===== src/rtl/servo_steer_ctrl_pkg.sv =====
// Shared types and default angle constants for the servo steering slice.
package servo_pkg;

    typedef logic [7:0] angle_t;

    typedef enum logic {
        MANUAL,
        CMD
    } state_t;

    localparam angle_t DEF_CENTER_ANGLE = 8'd90;
    localparam angle_t DEF_POS_ANGLE    = 8'd110;
    localparam angle_t DEF_NEG_ANGLE    = 8'd70;
    localparam angle_t DEF_MIN_ANGLE    = 8'd60;
    localparam angle_t DEF_MAX_ANGLE    = 8'd120;

    function automatic angle_t clamp_angle(input angle_t a, input angle_t lo, input angle_t hi);
        if (a < lo) return lo;
        if (a > hi) return hi;
        return a;
    endfunction

endpackage


===== src/rtl/servo_steer_ctrl_if.sv =====
// Command channel: valid/ready angle handshake plus the release pulse.
interface servo_steer_ctrl_if;
    import servo_pkg::*;

    logic   cmd_valid;
    angle_t cmd_angle;
    logic   cmd_ready;
    logic   cmd_release;

    modport master (output cmd_valid, output cmd_angle, output cmd_release, input  cmd_ready);
    modport slave  (input  cmd_valid, input  cmd_angle, input  cmd_release, output cmd_ready);

endinterface


===== src/rtl/servo_steer_ctrl_tick_gen.sv =====
// Free-running divider: one-cycle tick every CLK_DIV clocks, also used by the PWM block.
module servo_tick_gen #(
    parameter int unsigned CLK_DIV = 50000
) (
    input  logic clk,
    input  logic nrst,
    output logic tick
);

    localparam int unsigned W = (CLK_DIV > 2) ? $clog2(CLK_DIV) : 1;
    localparam logic [W-1:0] LAST = W'(CLK_DIV - 1);

    logic [W-1:0] cnt;

    always_ff @(posedge clk or negedge nrst) begin
        if (!nrst) begin
            cnt <= '0;
        end else if (cnt == LAST) begin
            cnt <= '0;
        end else begin
            cnt <= cnt + W'(1);
        end
    end

    assign tick = (cnt == LAST);

endmodule


===== src/rtl/servo_steer_ctrl.sv =====
// Steering source arbiter (manual vs. command channel) with slew-limited, clamped angle output.
module servo_steer_ctrl
    import servo_pkg::*;
#(
    parameter int unsigned CLK_DIV      = 50000,
    parameter angle_t      STEP         = 8'd1,
    parameter angle_t      MIN_ANGLE    = DEF_MIN_ANGLE,
    parameter angle_t      MAX_ANGLE    = DEF_MAX_ANGLE,
    parameter angle_t      CENTER_ANGLE = DEF_CENTER_ANGLE,
    parameter angle_t      POS_ANGLE    = DEF_POS_ANGLE,
    parameter angle_t      NEG_ANGLE    = DEF_NEG_ANGLE,
    parameter logic [15:0] HOLD_TICKS   = 16'd2000
) (
    input  logic              clk,
    input  logic              nrst,
    input  logic              pos_dir,
    input  logic              neg_dir,
    servo_steer_ctrl_if.slave cmd,
    output angle_t            angle,
    output angle_t            target,
    output logic              src_cmd,
    output logic              at_target
);

    state_t      state;
    logic [15:0] hold_cnt;
    logic        tick;
    logic        cmd_ready_q;
    logic        accept;
    logic        release_go;
    logic        to_cmd;
    angle_t      manual_tgt;
    angle_t      cmd_tgt;
    angle_t      target_nx;
    angle_t      angle_nx;
    logic [8:0]  diff_up;
    logic [8:0]  diff_dn;

    servo_tick_gen #(.CLK_DIV(CLK_DIV)) u_tick (
        .clk  (clk),
        .nrst (nrst),
        .tick (tick)
    );

    assign cmd.cmd_ready = cmd_ready_q;

    always_comb begin
        manual_tgt = pos_dir ? POS_ANGLE : (neg_dir ? NEG_ANGLE : CENTER_ANGLE);
        cmd_tgt    = clamp_angle(cmd.cmd_angle, MIN_ANGLE, MAX_ANGLE);
        accept     = cmd.cmd_valid & cmd_ready_q;
        // Release beats a same-cycle accept; the accepted command is simply dropped.
        release_go = (state == CMD) && (cmd.cmd_release || (hold_cnt >= HOLD_TICKS));
        to_cmd     = accept & ~release_go;

        target_nx = target;
        case (state)
            MANUAL:  target_nx = to_cmd ? cmd_tgt : manual_tgt;
            CMD: begin
                if (release_go)  target_nx = manual_tgt;
                else if (accept) target_nx = cmd_tgt;
            end
            default: target_nx = manual_tgt;
        endcase

        diff_up  = {1'b0, target} - {1'b0, angle};
        diff_dn  = {1'b0, angle} - {1'b0, target};
        angle_nx = angle;
        if (tick) begin
            if (angle < target) begin
                angle_nx = angle + ((diff_up < {1'b0, STEP}) ? diff_up[7:0] : STEP);
            end else if (angle > target) begin
                angle_nx = angle - ((diff_dn < {1'b0, STEP}) ? diff_dn[7:0] : STEP);
            end
        end
    end

    always_ff @(posedge clk or negedge nrst) begin
        if (!nrst) begin
            state       <= MANUAL;
            angle       <= CENTER_ANGLE;
            target      <= CENTER_ANGLE;
            src_cmd     <= 1'b0;
            at_target   <= 1'b1;
            cmd_ready_q <= 1'b0;
            hold_cnt    <= '0;
        end else begin
            angle     <= angle_nx;
            target    <= target_nx;
            at_target <= (angle_nx == target_nx);
            case (state)
                MANUAL: begin
                    cmd_ready_q <= 1'b1;
                    if (accept) begin
                        state       <= CMD;
                        src_cmd     <= 1'b1;
                        hold_cnt    <= '0;
                        cmd_ready_q <= (angle_nx == target_nx);
                    end
                end
                CMD: begin
                    if (release_go) begin
                        state       <= MANUAL;
                        src_cmd     <= 1'b0;
                        hold_cnt    <= '0;
                        cmd_ready_q <= 1'b1;
                    end else begin
                        cmd_ready_q <= (angle_nx == target_nx);
                        if (accept)    hold_cnt <= '0;
                        else if (tick) hold_cnt <= hold_cnt + 16'd1;
                    end
                end
                default: state <= MANUAL;
            endcase
        end
    end

endmodule


===== src/flat_wrapper.sv =====
// flat-port wrapper written by rule: the top's interface ports become plain ports
module servo_steer_ctrl_flat import servo_pkg::*;
#(
    parameter int unsigned CLK_DIV      = 50000,
    parameter angle_t      STEP         = 8'd1,
    parameter angle_t      MIN_ANGLE    = DEF_MIN_ANGLE,
    parameter angle_t      MAX_ANGLE    = DEF_MAX_ANGLE,
    parameter angle_t      CENTER_ANGLE = DEF_CENTER_ANGLE,
    parameter angle_t      POS_ANGLE    = DEF_POS_ANGLE,
    parameter angle_t      NEG_ANGLE    = DEF_NEG_ANGLE,
    parameter logic [15:0] HOLD_TICKS   = 16'd2000
)
  (clk, nrst, pos_dir, neg_dir, angle, target, src_cmd, at_target, cmd_cmd_valid, cmd_cmd_angle, cmd_cmd_release, cmd_cmd_ready);
  servo_steer_ctrl_if cmd_i ();
  input  logic clk;
  input  logic nrst;
  input  logic pos_dir;
  input  logic neg_dir;
  output angle_t angle;
  output angle_t target;
  output logic src_cmd;
  output logic at_target;
  input wire logic [$bits(cmd_i.cmd_valid)-1:0] cmd_cmd_valid;
  input wire logic [$bits(cmd_i.cmd_angle)-1:0] cmd_cmd_angle;
  input wire logic [$bits(cmd_i.cmd_release)-1:0] cmd_cmd_release;
  output wire logic [$bits(cmd_i.cmd_ready)-1:0] cmd_cmd_ready;
  assign cmd_i.cmd_valid = cmd_cmd_valid;
  assign cmd_i.cmd_angle = cmd_cmd_angle;
  assign cmd_i.cmd_release = cmd_cmd_release;
  assign cmd_cmd_ready = cmd_i.cmd_ready;
  servo_steer_ctrl #(.CLK_DIV(CLK_DIV), .STEP(STEP), .MIN_ANGLE(MIN_ANGLE), .MAX_ANGLE(MAX_ANGLE), .CENTER_ANGLE(CENTER_ANGLE), .POS_ANGLE(POS_ANGLE), .NEG_ANGLE(NEG_ANGLE), .HOLD_TICKS(HOLD_TICKS)) u_core (.clk(clk), .nrst(nrst), .pos_dir(pos_dir), .neg_dir(neg_dir), .cmd(cmd_i), .angle(angle), .target(target), .src_cmd(src_cmd), .at_target(at_target));
endmodule

===== config.mk =====
export PLATFORM = sky130hd
export DESIGN_NAME = servo_steer_ctrl_flat
export DESIGN_NICKNAME = d
export VERILOG_FILES = /design/src/rtl/servo_steer_ctrl_pkg.sv /design/src/rtl/servo_steer_ctrl_if.sv /design/src/rtl/servo_steer_ctrl_tick_gen.sv /design/src/rtl/servo_steer_ctrl.sv /design/src/flat_wrapper.sv
export SDC_FILE = /design/constraint.sdc
export NUM_CORES = 1
export LEC_CHECK = 0
export BUFFER_PORTS_ARGS = -buffer_cell sky130_fd_sc_hd__clkbuf_2
export CAP_MARGIN = 20
export CORE_ASPECT_RATIO = 1.2
export CORE_MARGIN = 1.5
export CORE_UTILIZATION = 55
export CTS_BUF_LIST = sky130_fd_sc_hd__clkbuf_16
export CTS_CLUSTER_SIZE = 10
export DETAILED_ROUTE_END_ITERATION = 16
export MAX_ROUTING_LAYER = met4
export PLACE_DENSITY = 0.85
export SLEW_MARGIN = 5
export SYNTH_ARGS = -nofsm -noshare
export SYNTH_HDL_FRONTEND = slang
export SYNTH_SLANG_ARGS = --single-unit

===== constraint.sdc =====
create_clock -name clk -period 7.4 [get_ports clk]
set_input_delay 0.74 -clock clk [delete_from_list [all_inputs] [get_ports clk]]
set_output_delay 0.74 -clock clk [all_outputs]
set_load 0.02 [all_outputs]

==> metrics.csv, run 1 <==
stage,metric,value,unit
setup_path,"Slowest-stage cell, CP",dfstp_2,
global_route,vias in the first global route,3882,
setup_path,CP bufs+invs,1,
synthesis,"count leader, synth",nor2_1,
sta,total negative slack,0,ns
floorplan,Core Footprint,7360,um^2
detailed_routing,Vias,3952,
clock_tree,Worst-path clk slew,0.07,ns
clock_tree,worst skew pair latency,0.29,ns
synthesis,mux contribution to synthesized area,1.213,%
cells_and_area,"Area growth, synth to finish",9.524,%
setup_path,CP top delay family,compound AO/OA/AOI/OAI gates,
clock_tree,clk sinks,52,
outcome,status,completed,
setup_path,Critical Path Start Type,register,
sta,Relative slew margins,28.64,%
cells_and_area,total area of sequential cells,1313,um^2
synthesis,post-synthesis cell area,4230,um^2
detailed_routing,drt first pass iters,5,
global_route,GR Util met2,51.84,%
detailed_routing,ANT nets after route,0,
synthesis,Yosys top cell by area,dfrtp_1,
sta,Final Skew,0.008386,ns
floorplan,die footprint,8229,um^2
synthesis,Simple-Gate Fraction of Synth Area,23.69,%
setup_path,worst setup path startpoint,u_core.angle[6],
placed_design,hpwl dp,8864,um
cells_and_area,number of diodes,0,
setup_path,Crit. End Element,register,
power_and_ir_drop,P_sw,362.3,uW
synthesis,register area share after synthesis,31.03,%
clock_tree,CTS tree,built,
placed_design,gpl congestion,0.9361,
synthesis,Yosys reg bits,52,
synthesis,Post-synth ARST share,100.0,%
sta,period utilization,66.44,%
power_and_ir_drop,combinational power share,40.6,%
cells_and_area,Multi-input gate area,2774,um^2
run,Max-Cap Viols,0,
clock_tree,Hold Buf Count CTS,0,
setup_path,Arrival @ worst endpoint,5.09,ns
power_and_ir_drop,leak pwr,0.002087,uW
placed_design,# port buffers,32,
synthesis,post-synthesis xor/xnor area fraction,7.365,%
sta,Tmin final,4.916,ns
setup_path,crit-path max cell delay,0.59,ns
clock_tree,Longest Clk Path Bufs,2,
floorplan,Rows,34,
clock_tree,post-CTS sizing,0,
floorplan,Die H,99.07,um
synthesis,"EDFF count, synth",0,
sta,Final WS setup,2.484,ns
detailed_routing,initial DRC count,238,
setup_path,reg-to-reg startpoint,u_core.angle[6],
synthesis,Synth warnings,0,
synthesis,Cells after Synth,496,
cells_and_area,fin nets,585,
sta,worst-margin pin slew,1.062,ns
power_and_ir_drop,Seq pwr share,35.7,%
power_and_ir_drop,clock share of power,23.7,%
synthesis,"Distinct cells, synth",67,
power_and_ir_drop,Internal,562.2,uW
floorplan,Die W,83.06,um
detailed_routing,vias per std cell,6.303,
min_path,hold path start,u_core.src_cmd,
power_and_ir_drop,switching share of power,39.19,%
power_and_ir_drop,Tot Pwr,924.5,uW
cells_and_area,fill cell count,622,
floorplan,Initial Utilization,57.48,%
clock_tree,Post-CTS Repair Setup Buffers,0,
detailed_routing,Total Wirelength,11480,um
clock_tree,clock buffer count from CTS,5,
synthesis,largest family of logic cells by synthesized area,simple AND/OR/NAND/NOR gates,
synthesis,Synth Flop Type,dfrtp_1,
cells_and_area,Final Non-Filler Cells,627,
clock_tree,CTS root buffer,clkbuf_16,
clock_tree,H-tree levels,2,
global_route,met1 Track Usage GR,32.74,%
synthesis,area share of the largest cell type after synthesis,25.44,%
global_route,met3 GRT Util,3.266,%
sta,Slew Limit Fails,0,
floorplan,boundary pin count,33,
synthesis,Synth Area in Adders,11.06,%
sta,Final Setup Violations,0,
detailed_routing,wire per inst,18.31,um
global_route,gr busiest metal,met2,
sta,f_max,203.4,MHz
global_route,Overflow after GRT,0,
detailed_routing,DRC Markers,0,
placed_design,Setup WS pre-CTS,2.567,ns
global_route,first-pass GRT wire length,18570,um
sta,RSZ-0062 raised after global routing,no,
min_path,Hold Path Class,register to register,
synthesis,top post-synthesis cells by area,"dfrtp_1 (25%), ha_1 (9.2%), dfstp_2 (5.6%)",
synthesis,Compound-Gate Fraction of Synth Area,21.00,%
power_and_ir_drop,pwr/cell area,199.5,nW/um^2
setup_path,Critical Path Fanout Max,15,
sta,Final Hold Viols,0,
setup_path,"Req. time, crit path",7.58,ns
cells_and_area,ratio of cells with drive above 1 in the final layout,11.17,%
synthesis,syn_area_per_cell,8.529,um^2
global_route,initial antenna violation count,0,
power_and_ir_drop,VDD IR max,0.1955,mV
placed_design,Cells after DPL,619,
global_route,GRT Util Overall,28.84,%
global_route,largest net degree at the start of global routing,53,
setup_path,CP Cell Sequence,inv_1 -> ha_1 -> nand2_1 -> a2111oi_0 -> o2111ai_1 -> or2_1 -> o41ai_1 -> fa_1 -> nand2b_1 -> mux2i_1 -> a22oi_1 -> xor2_1 -> nor4_1 -> nand3_1 -> o41ai_2,
setup_path,WS Path Type,register to register,
synthesis,top post-synthesis cells by count,"nor2_1 (44), dfrtp_1 (43), nand2_1 (40), inv_1 (34), ha_1 (31)",
[cells in the final DEF (no fill, tap or decap), types with 4 or more instances in the layout]
cell / count
nand4_1: 17
nand2b_1: 6
o211ai_1: 4
inv_1: 34
and3_1: 9
o21a_1: 9
o31ai_1: 6
xor2_1: 17
o21ai_0: 18
o2111ai_1: 4
nor3_1: 14
a21oi_1: 29
dfstp_2: 9
mux2i_1: 4
ha_1: 31
and2_1: 10
conb_1: 14
or3_1: 9
nor2_1: 44
fa_1: 4
a21o_1: 9
xnor2_1: 16
nor4_1: 8
nand3_1: 17
clkbuf_2: 32
clkbuf_16: 5
a31oi_1: 8
nand2_1: 40
dfrtp_1: 43
[path summary, 6_finish.rpt]
kind,to,slack (ns),cells after the start
worst min-delay path,u_core.src_cmd,0.51,2
max in group asynchronous,u_core.u_tick.cnt[1],6.41,2
min in group asynchronous,u_core.angle[7],0.55,2
worst min register to register,u_core.src_cmd,0.51,2
worst max register to register,u_core.cmd.cmd_ready,2.48,15
worst max-delay path,u_core.cmd.cmd_ready,2.48,15
[sequential cells by signal, indices dropped and copies added, names as in the netlist]
| register | cells |
|---|---|
| u_core.hold_cnt | 16 |
| u_core.u_tick.cnt | 16 |
| u_core.angle | 8 |
| u_core.target | 8 |
| u_core.at_target | 1 |
| u_core.cmd.cmd_ready | 1 |
| u_core.src_cmd | 1 |
| u_core.state | 1 |
[worst min-delay path, cell delays in order, from the launching register on]
cell,delay [ns]
dfrtp_1,0.37
nand2_1,0.06
nand2_1,0.05
[metrics by stage]
| step | area, um^2 | utilization [%] | hold WS [ns] |
|---|---|---|---|
| global placement | 4494 | 61.07 | 0.4839 |
| global route | 4633 | 62.95 | 0.5335 |
| detailed placement | 4494 | 61.07 | 0.4977 |
| floorplan | 4275 | - | 0.4444 |
| finish | 4633 | 62.95 | 0.5108 |
| CTS | 4633 | 62.95 | 0.5159 |
[power by group through the flow]
stage	Sequential [uW]	Combinational (uW)	Clock (uW)
2_1_floorplan	348	254	0
3_3_place_gp	334	362	0
4_1_cts	330	368	224
5_1_grt	333	407	235
3_5_place_dp	334	365	0
6_report	330	375	219
[per-layer routing]
metal  part of all wire, %  up-vias
li1                      -     1880
met1                    40     1889
met2                    51      151
met3                   5.1       32
met4                   3.8        0
met5                     0        -
[cell families after synthesis]
kind of cell / Yosys count
AO/OA/AOI/OAI: 127
XOR/XNOR: 34
adder cells (fa/ha/maj): 35
buffers and inverters: 46
flip-flops: 52
multiplexers: 5
other: 2
AND/OR/NAND/NOR: 195
[final cells by class]
| type | count | area share, % |
|---|---|---|
| Clock buffer | 5 | 2.701 |
| Clock inverter | 3 | 0.2971 |
| Inverter | 34 | 2.755 |
| Tap cell | 90 | 2.430 |
| Multi-Input combinational cell | 410 | 59.87 |
| Sequential cell | 52 | 28.33 |
| Timing Repair Buffer | 33 | 3.619 |
Note: power is estimated with default switching activity, not from simulation.
==> run 2: changes to the inputs <==
==> constraint.sdc (replaced) <==
create_clock -name clk -period 4.95 [get_ports clk]
set_input_delay 0.495 -clock clk [delete_from_list [all_inputs] [get_ports clk]]
set_output_delay 0.495 -clock clk [all_outputs]
set_load 0.02 [all_outputs]
==> run 2 against run 1 <==
Against the previous run:
- utilization is 1.0 points higher
- non-clock buffer count increased by 9
- power is 51% higher
- critical path depth grew 2
- setup slack worse by 2.2 ns
- register-to-register slack worse by 2.2 ns
- critical path type unchanged
- final cell count increased by 1.4%
- sequential share of layout area down 0.44 points
==> metrics.csv, run 2 (synthesis results as in run 1) <==
stage,metric,value,unit
outcome,status,completed,
setup_path,Critical Path Fanout Max,5,
sta,total negative slack,0,ns
detailed_routing,Total Wirelength,11730,um
min_path,Hold Path Class,primary input to asynchronous set/reset pin,
clock_tree,clk sinks,52,
detailed_routing,DRC Markers,0,
global_route,largest net degree at the start of global routing,53,
placed_design,hpwl dp,9201,um
global_route,first-pass GRT wire length,19150,um
detailed_routing,Vias,4025,
sta,Tmin final,4.630,ns
clock_tree,worst skew pair latency,0.29,ns
floorplan,Die W,83.06,um
clock_tree,CTS root buffer,clkbuf_16,
setup_path,Crit. End Element,register,
power_and_ir_drop,Tot Pwr,1399,uW
detailed_routing,drt first pass iters,5,
setup_path,reg-to-reg startpoint,u_core.angle[6],
sta,f_max,216.0,MHz
floorplan,Initial Utilization,57.48,%
detailed_routing,vias per std cell,6.329,
sta,Final Hold Viols,0,
setup_path,Worst Reg2Reg Path Length in Cells,17,
cells_and_area,fin nets,594,
setup_path,WS Path Type,register to register,
run,Max-Cap Viols,0,
placed_design,# port buffers,32,
cells_and_area,biggest regs,"u_core.hold_cnt x16, u_core.u_tick.cnt x16",
placed_design,gpl congestion,1.013,
clock_tree,Longest Clk Path Bufs,2,
floorplan,Die H,99.07,um
floorplan,Rows,34,
clock_tree,H-tree levels,2,
setup_path,worst flop-to-flop path endpoint,u_core.at_target,
power_and_ir_drop,pwr/cell area,297.2,nW/um^2
placed_design,"Cell Area, Placed",4562,um^2
floorplan,boundary pin count,33,
setup_path,reg2reg setup slack,0.32,ns
sta,Relative slew margins,49.03,%
clock_tree,clock buffer count from CTS,5,
cells_and_area,number of diodes,0,
sta,Final Skew,0.004695,ns
setup_path,"Req. time, crit path",5.13,ns
cells_and_area,ratio of cells with drive above 1 in the final layout,12.45,%
clock_tree,post-CTS sizing,0,
clock_tree,Post-CTS Repair Setup Buffers,0,
floorplan,die footprint,8229,um^2
cells_and_area,"commonest non-fill, non-tap cell in the layout",nor2_1,
cells_and_area,"Area growth, synth to finish",11.27,%
setup_path,Critical Path Start Type,register,
power_and_ir_drop,VDD IR max,0.2952,mV
sta,worst-margin pin slew,0.7581,ns
global_route,initial antenna violation count,0,
cells_and_area,cell area after layout,4707,um^2
sta,Slew Limit Fails,0,
sta,Final Setup Violations,0,
clock_tree,Worst-path clk slew,0.06,ns
global_route,vias in the first global route,4032,
clock_tree,CTS tree,built,
global_route,Overflow after GRT,0,
detailed_routing,wire per inst,18.44,um
sta,period utilization,93.54,%
cells_and_area,most frequent cells in the layout,"nor2_1 (44), dfrtp_1 (43), nand2_1 (40)",
power_and_ir_drop,leak pwr,0.002140,uW
detailed_routing,ANT nets after route,0,
clock_tree,Hold Buf Count CTS,0,
setup_path,Arrival @ worst endpoint,4.81,ns
detailed_routing,initial DRC count,340,
floorplan,Core Footprint,7360,um^2
global_route,GRT Util Overall,29.78,%
run 2: cell types whose count changed in the layout (fill, tap and decap cells not counted):
cell / previous run / this run
buf_4: 1 / 10
inv_1: 34 / 36
a2111oi_1: 0 / 1
a2111oi_0: 3 / 2
clkinv_2: 2 / 0
o41ai_2: 1 / 2
o41ai_1: 2 / 1
run 2: worst max-delay path, cell delays in order (launching register included):
cell	delay (ns)
dfstp_2	0.59
inv_1	0.08
ha_1	0.39
nand2_1	0.15
a2111oi_1	0.42
o2111ai_1	0.24
or2_1	0.34
o41ai_2	0.34
fa_1	0.27
a21oi_1	0.09
o21bai_1	0.17
mux2i_1	0.20
mux2i_1	0.09
o22ai_1	0.25
xor2_1	0.11
nor4_1	0.29
nand3_1	0.16
nor4_1	0.34
run 2: stage by stage:
stage	hold WS, ns	instances	util [%]	setup slack, ns
after floorplan	0.1994	508	-	0.4687
after global routing	0.3646	636	63.96	-0.002595
after global placement	0.4822	628	61.99	0.4198
final	0.3058	636	63.96	0.3198
after CTS	0.3358	636	63.84	0.2817
after detailed placement	0.5006	628	61.99	0.3299
run 2: final cells by class:
cell class                 instances  area [um^2]
clock buffer                       5        125.1
tap                               90        112.6
multi-input combinational        410         2783
fill                             630         2653
clock inverter                     3        11.26
timing repair buffer              42        235.2
inverter                          34        127.6
sequential                        52         1313
run 2: worst max path at each step:
stage | end | depth (start not counted) | start
global route | u_core.at_target | 18 | u_core.angle[6]
CTS | u_core.at_target | 17 | u_core.angle[4]
floorplan | u_core.cmd.cmd_ready | 19 | u_core.angle[0]
global placement | u_core.cmd.cmd_ready | 17 | u_core.angle[6]
finish | u_core.at_target | 17 | u_core.angle[6]
detailed placement | u_core.cmd.cmd_ready | 17 | u_core.angle[4]
run 2: power by group:
group,total (uW),internal (uW),switching (uW)
Clock,326,182,143
Sequential,493,460,33.1
Combinational,580,206,374
Total,1400,848,550
run 2: metal layers:
metal,GRT usage [%],up-vias,part of all wire (%)
met3,3.266,50,3.5
li1,-,1898,-
met4,17.82,0,6.1
met2,52.28,138,51
met1,32.47,1939,40
met5,-,-,0
==> run 3: changes to the inputs <==
--- a/config.mk
+++ b/config.mk
@@ -5,6 +5,7 @@
 export SDC_FILE = /design/constraint.sdc
 export NUM_CORES = 1
 export LEC_CHECK = 0
+export ABC_AREA = 1
 export BUFFER_PORTS_ARGS = -buffer_cell sky130_fd_sc_hd__clkbuf_2
 export CAP_MARGIN = 20
 export CORE_ASPECT_RATIO = 1.2
==> run 3 against run 2 <==
Against the previous run:
- die area up 2.5%
- sequential power up 2%
- maximum frequency up 14%
- synthesized cell count up 29%
- utilization down 1.1 points
- wire length down 7.1%
- final cell count up 23%
- count of clock-buffer cells in the layout unchanged
- power up 12%
- highest routed layer unchanged
==> metrics.csv, run 3 <==
stage,metric,value,unit
cells_and_area,fin nets,740,
setup_path,"Slowest-stage cell, CP",dfstp_2,
detailed_routing,initial DRC count,237,
power_and_ir_drop,VDD IR max,0.2198,mV
sta,Slew Limit Fails,0,
setup_path,Worst Reg2Reg Path Length in Cells,29,
placed_design,# port buffers,32,
min_path,Hold Path Class,primary input to asynchronous set/reset pin,
floorplan,die footprint,8438,um^2
detailed_routing,wire per inst,13.91,um
floorplan,Die W,84.11,um
cells_and_area,ratio of cells with drive above 1 in the final layout,12.57,%
setup_path,crit-path max cell delay,0.62,ns
global_route,largest net degree at the start of global routing,53,
placed_design,Setup WS pre-CTS,0.9602,ns
synthesis,top post-synthesis cells by count,"nand2_1 (177), inv_1 (120), nor2_1 (63), nand3_1 (54), dfrtp_1 (43)",
synthesis,post-synthesis cell area,4342,um^2
synthesis,top post-synthesis cells by area,"dfrtp_1 (25%), nand2_1 (15%), inv_1 (10%)",
sta,f_max,246.7,MHz
global_route,GRT Util Overall,28.20,%
detailed_routing,drt first pass iters,5,
cells_and_area,cell area after layout,4815,um^2
synthesis,Compound-Gate Fraction of Synth Area,8.818,%
floorplan,Core Footprint,7664,um^2
synthesis,"Distinct cells, synth",47,
power_and_ir_drop,leak pwr,0.002679,uW
synthesis,post-synthesis xor/xnor area fraction,2.392,%
clock_tree,CTS root buffer,clkbuf_16,
detailed_routing,Vias,4252,
detailed_routing,Total Wirelength,10900,um
sta,worst-margin pin slew,0.6414,ns
cells_and_area,biggest regs,"u_core.hold_cnt x16, u_core.u_tick.cnt x16",
sta,Tmin final,4.054,ns
global_route,Overflow after GRT,0,
setup_path,Crit. End Element,register,
clock_tree,clock buffer count from CTS,5,
setup_path,worst setup path startpoint,u_core.angle[4],
clock_tree,clk sinks,52,
detailed_routing,DRC Markers,0,
global_route,vias in the first global route,4139,
sta,Final Setup Violations,0,
cells_and_area,Final Util,62.82,%
synthesis,Post-synth ARST share,100.0,%
synthesis,syn_area_per_cell,6.763,um^2
sta,Final Skew,0.004621,ns
detailed_routing,ANT nets after route,0,
clock_tree,worst skew pair latency,0.29,ns
clock_tree,Hold Buf Count CTS,0,
placed_design,gpl congestion,0.9411,
synthesis,Simple-Gate Fraction of Synth Area,36.31,%
placed_design,hpwl dp,8613,um
synthesis,Yosys top cell by area,dfrtp_1,
synthesis,mux contribution to synthesized area,0,%
floorplan,Rows,35,
synthesis,Synth Area in Adders,10.78,%
clock_tree,Longest Clk Path Bufs,2,
synthesis,Synth Flop Type,dfrtp_1,
sta,Final Hold Viols,0,
global_route,first-pass GRT wire length,18690,um
cells_and_area,Multi-input gate area,2584,um^2
power_and_ir_drop,pwr/cell area,325.7,nW/um^2
setup_path,reg-to-reg startpoint,u_core.angle[4],
cells_and_area,Final Non-Filler Cells,784,
sta,total negative slack,0,ns
cells_and_area,"commonest non-fill, non-tap cell in the layout",nand2_1,
placed_design,Cells after DPL,776,
run,Max-Cap Viols,0,
setup_path,Critical Path Fanout Max,7,
clock_tree,CTS tree,built,
setup_path,Most common cell on crit path,nand2_1,
synthesis,Synth warnings,0,
global_route,initial antenna violation count,0,
cells_and_area,fill cell count,696,
detailed_routing,vias per std cell,5.423,
synthesis,"EDFF count, synth",0,
cells_and_area,number of diodes,0,
cells_and_area,"Area growth, synth to finish",10.89,%
clock_tree,Worst-path clk slew,0.07,ns
setup_path,Arrival @ worst endpoint,4.28,ns
clock_tree,post-CTS sizing,0,
floorplan,Initial Utilization,56.65,%
sta,Final WS setup,0.8958,ns
sta,period utilization,81.90,%
floorplan,boundary pin count,33,
synthesis,Yosys reg bits,52,
outcome,status,completed,
synthesis,"count leader, synth",nand2_1,
placed_design,"Cell Area, Placed",4647,um^2
clock_tree,Post-CTS Repair Setup Buffers,0,
synthesis,area share of the largest cell type after synthesis,24.78,%
cells_and_area,total area of sequential cells,1313,um^2
setup_path,WS Path Type,register to register,
cells_and_area,most frequent cells in the layout,"nand2_1 (177), inv_1 (120), nor2_1 (63)",
sta,Relative slew margins,57.24,%
setup_path,"Req. time, crit path",5.18,ns
setup_path,Critical Path Start Type,register,
synthesis,Cells after Synth,642,
floorplan,Die H,100.3,um
clock_tree,H-tree levels,2,
synthesis,register area share after synthesis,30.23,%
synthesis,largest family of logic cells by synthesized area,simple AND/OR/NAND/NOR gates,
sta,RSZ-0062 raised after global routing,no,
-- run 3: per-layer routing --
metal / track usage (%) / share of wire (%)
met5: - / 0
met4: 13.24 / 4.6
met3: 2.714 / 3.5
met2: 50.52 / 53
met1: 31.65 / 38
-- run 3: critical path, delay by kind of cell (launching register included) --
kind | cells | cell delay, ns
AOI/OAI and AO/OA | 2 | 0.27
buffers and inverters | 1 | 0.12
and+or+nand+nor | 24 | 2.15
adders and majority gates | 2 | 0.84
DFF | 1 | 0.62
-- run 3: final cells by class --
cell class / count / share of cell area [%]
multi-input combinational: 475 / 53.66
sequential: 52 / 27.26
inverter: 124 / 9.719
timing repair buffer: 33 / 3.482
clock buffer: 5 / 2.599
tap: 92 / 2.391
clock inverter: 3 / 0.8836
-- run 3: power by group --
part / leakage, uW / internal [uW] / total (uW) / switching [uW]
Sequential: 0.000662 / 464 / 505 / 41.5
Clock: 0.0000798 / 237 / 388 / 150
Combinational: 0.00194 / 213 / 675 / 462
Total: 0.00268 / 915 / 1570 / 653
-- run 3: worst paths after layout --
kind | to | slack [ns]
max | u_core.cmd.cmd_ready | 0.90
min | u_core.hold_cnt[3] | 0.30
max reg2reg | u_core.cmd.cmd_ready | 0.90
min reg2reg | u_core.u_tick.cnt[0] | 0.48
max in group asynchronous | u_core.target[5] | 4.20
min in group clk | u_core.u_tick.cnt[0] | 0.48
-- run 3: metrics by stage --
stage          total power (uW)  hold WS (ns)
6_report                   1568        0.2966
5_1_grt                    1684        0.3647
4_1_cts                    1566        0.3324
3_5_place_dp               1175        0.4764
3_3_place_gp               1161        0.4477
2_1_floorplan              1005        0.1994
-- run 3: kinds of logic after synthesis --
kind of cell	after synthesis
DFF	52
other	2
AOI/OAI and AO/OA	64
and+or+nand+nor	351
xor gates and xnor gates	11
buffers and inverters	127
adders and majority gates	35
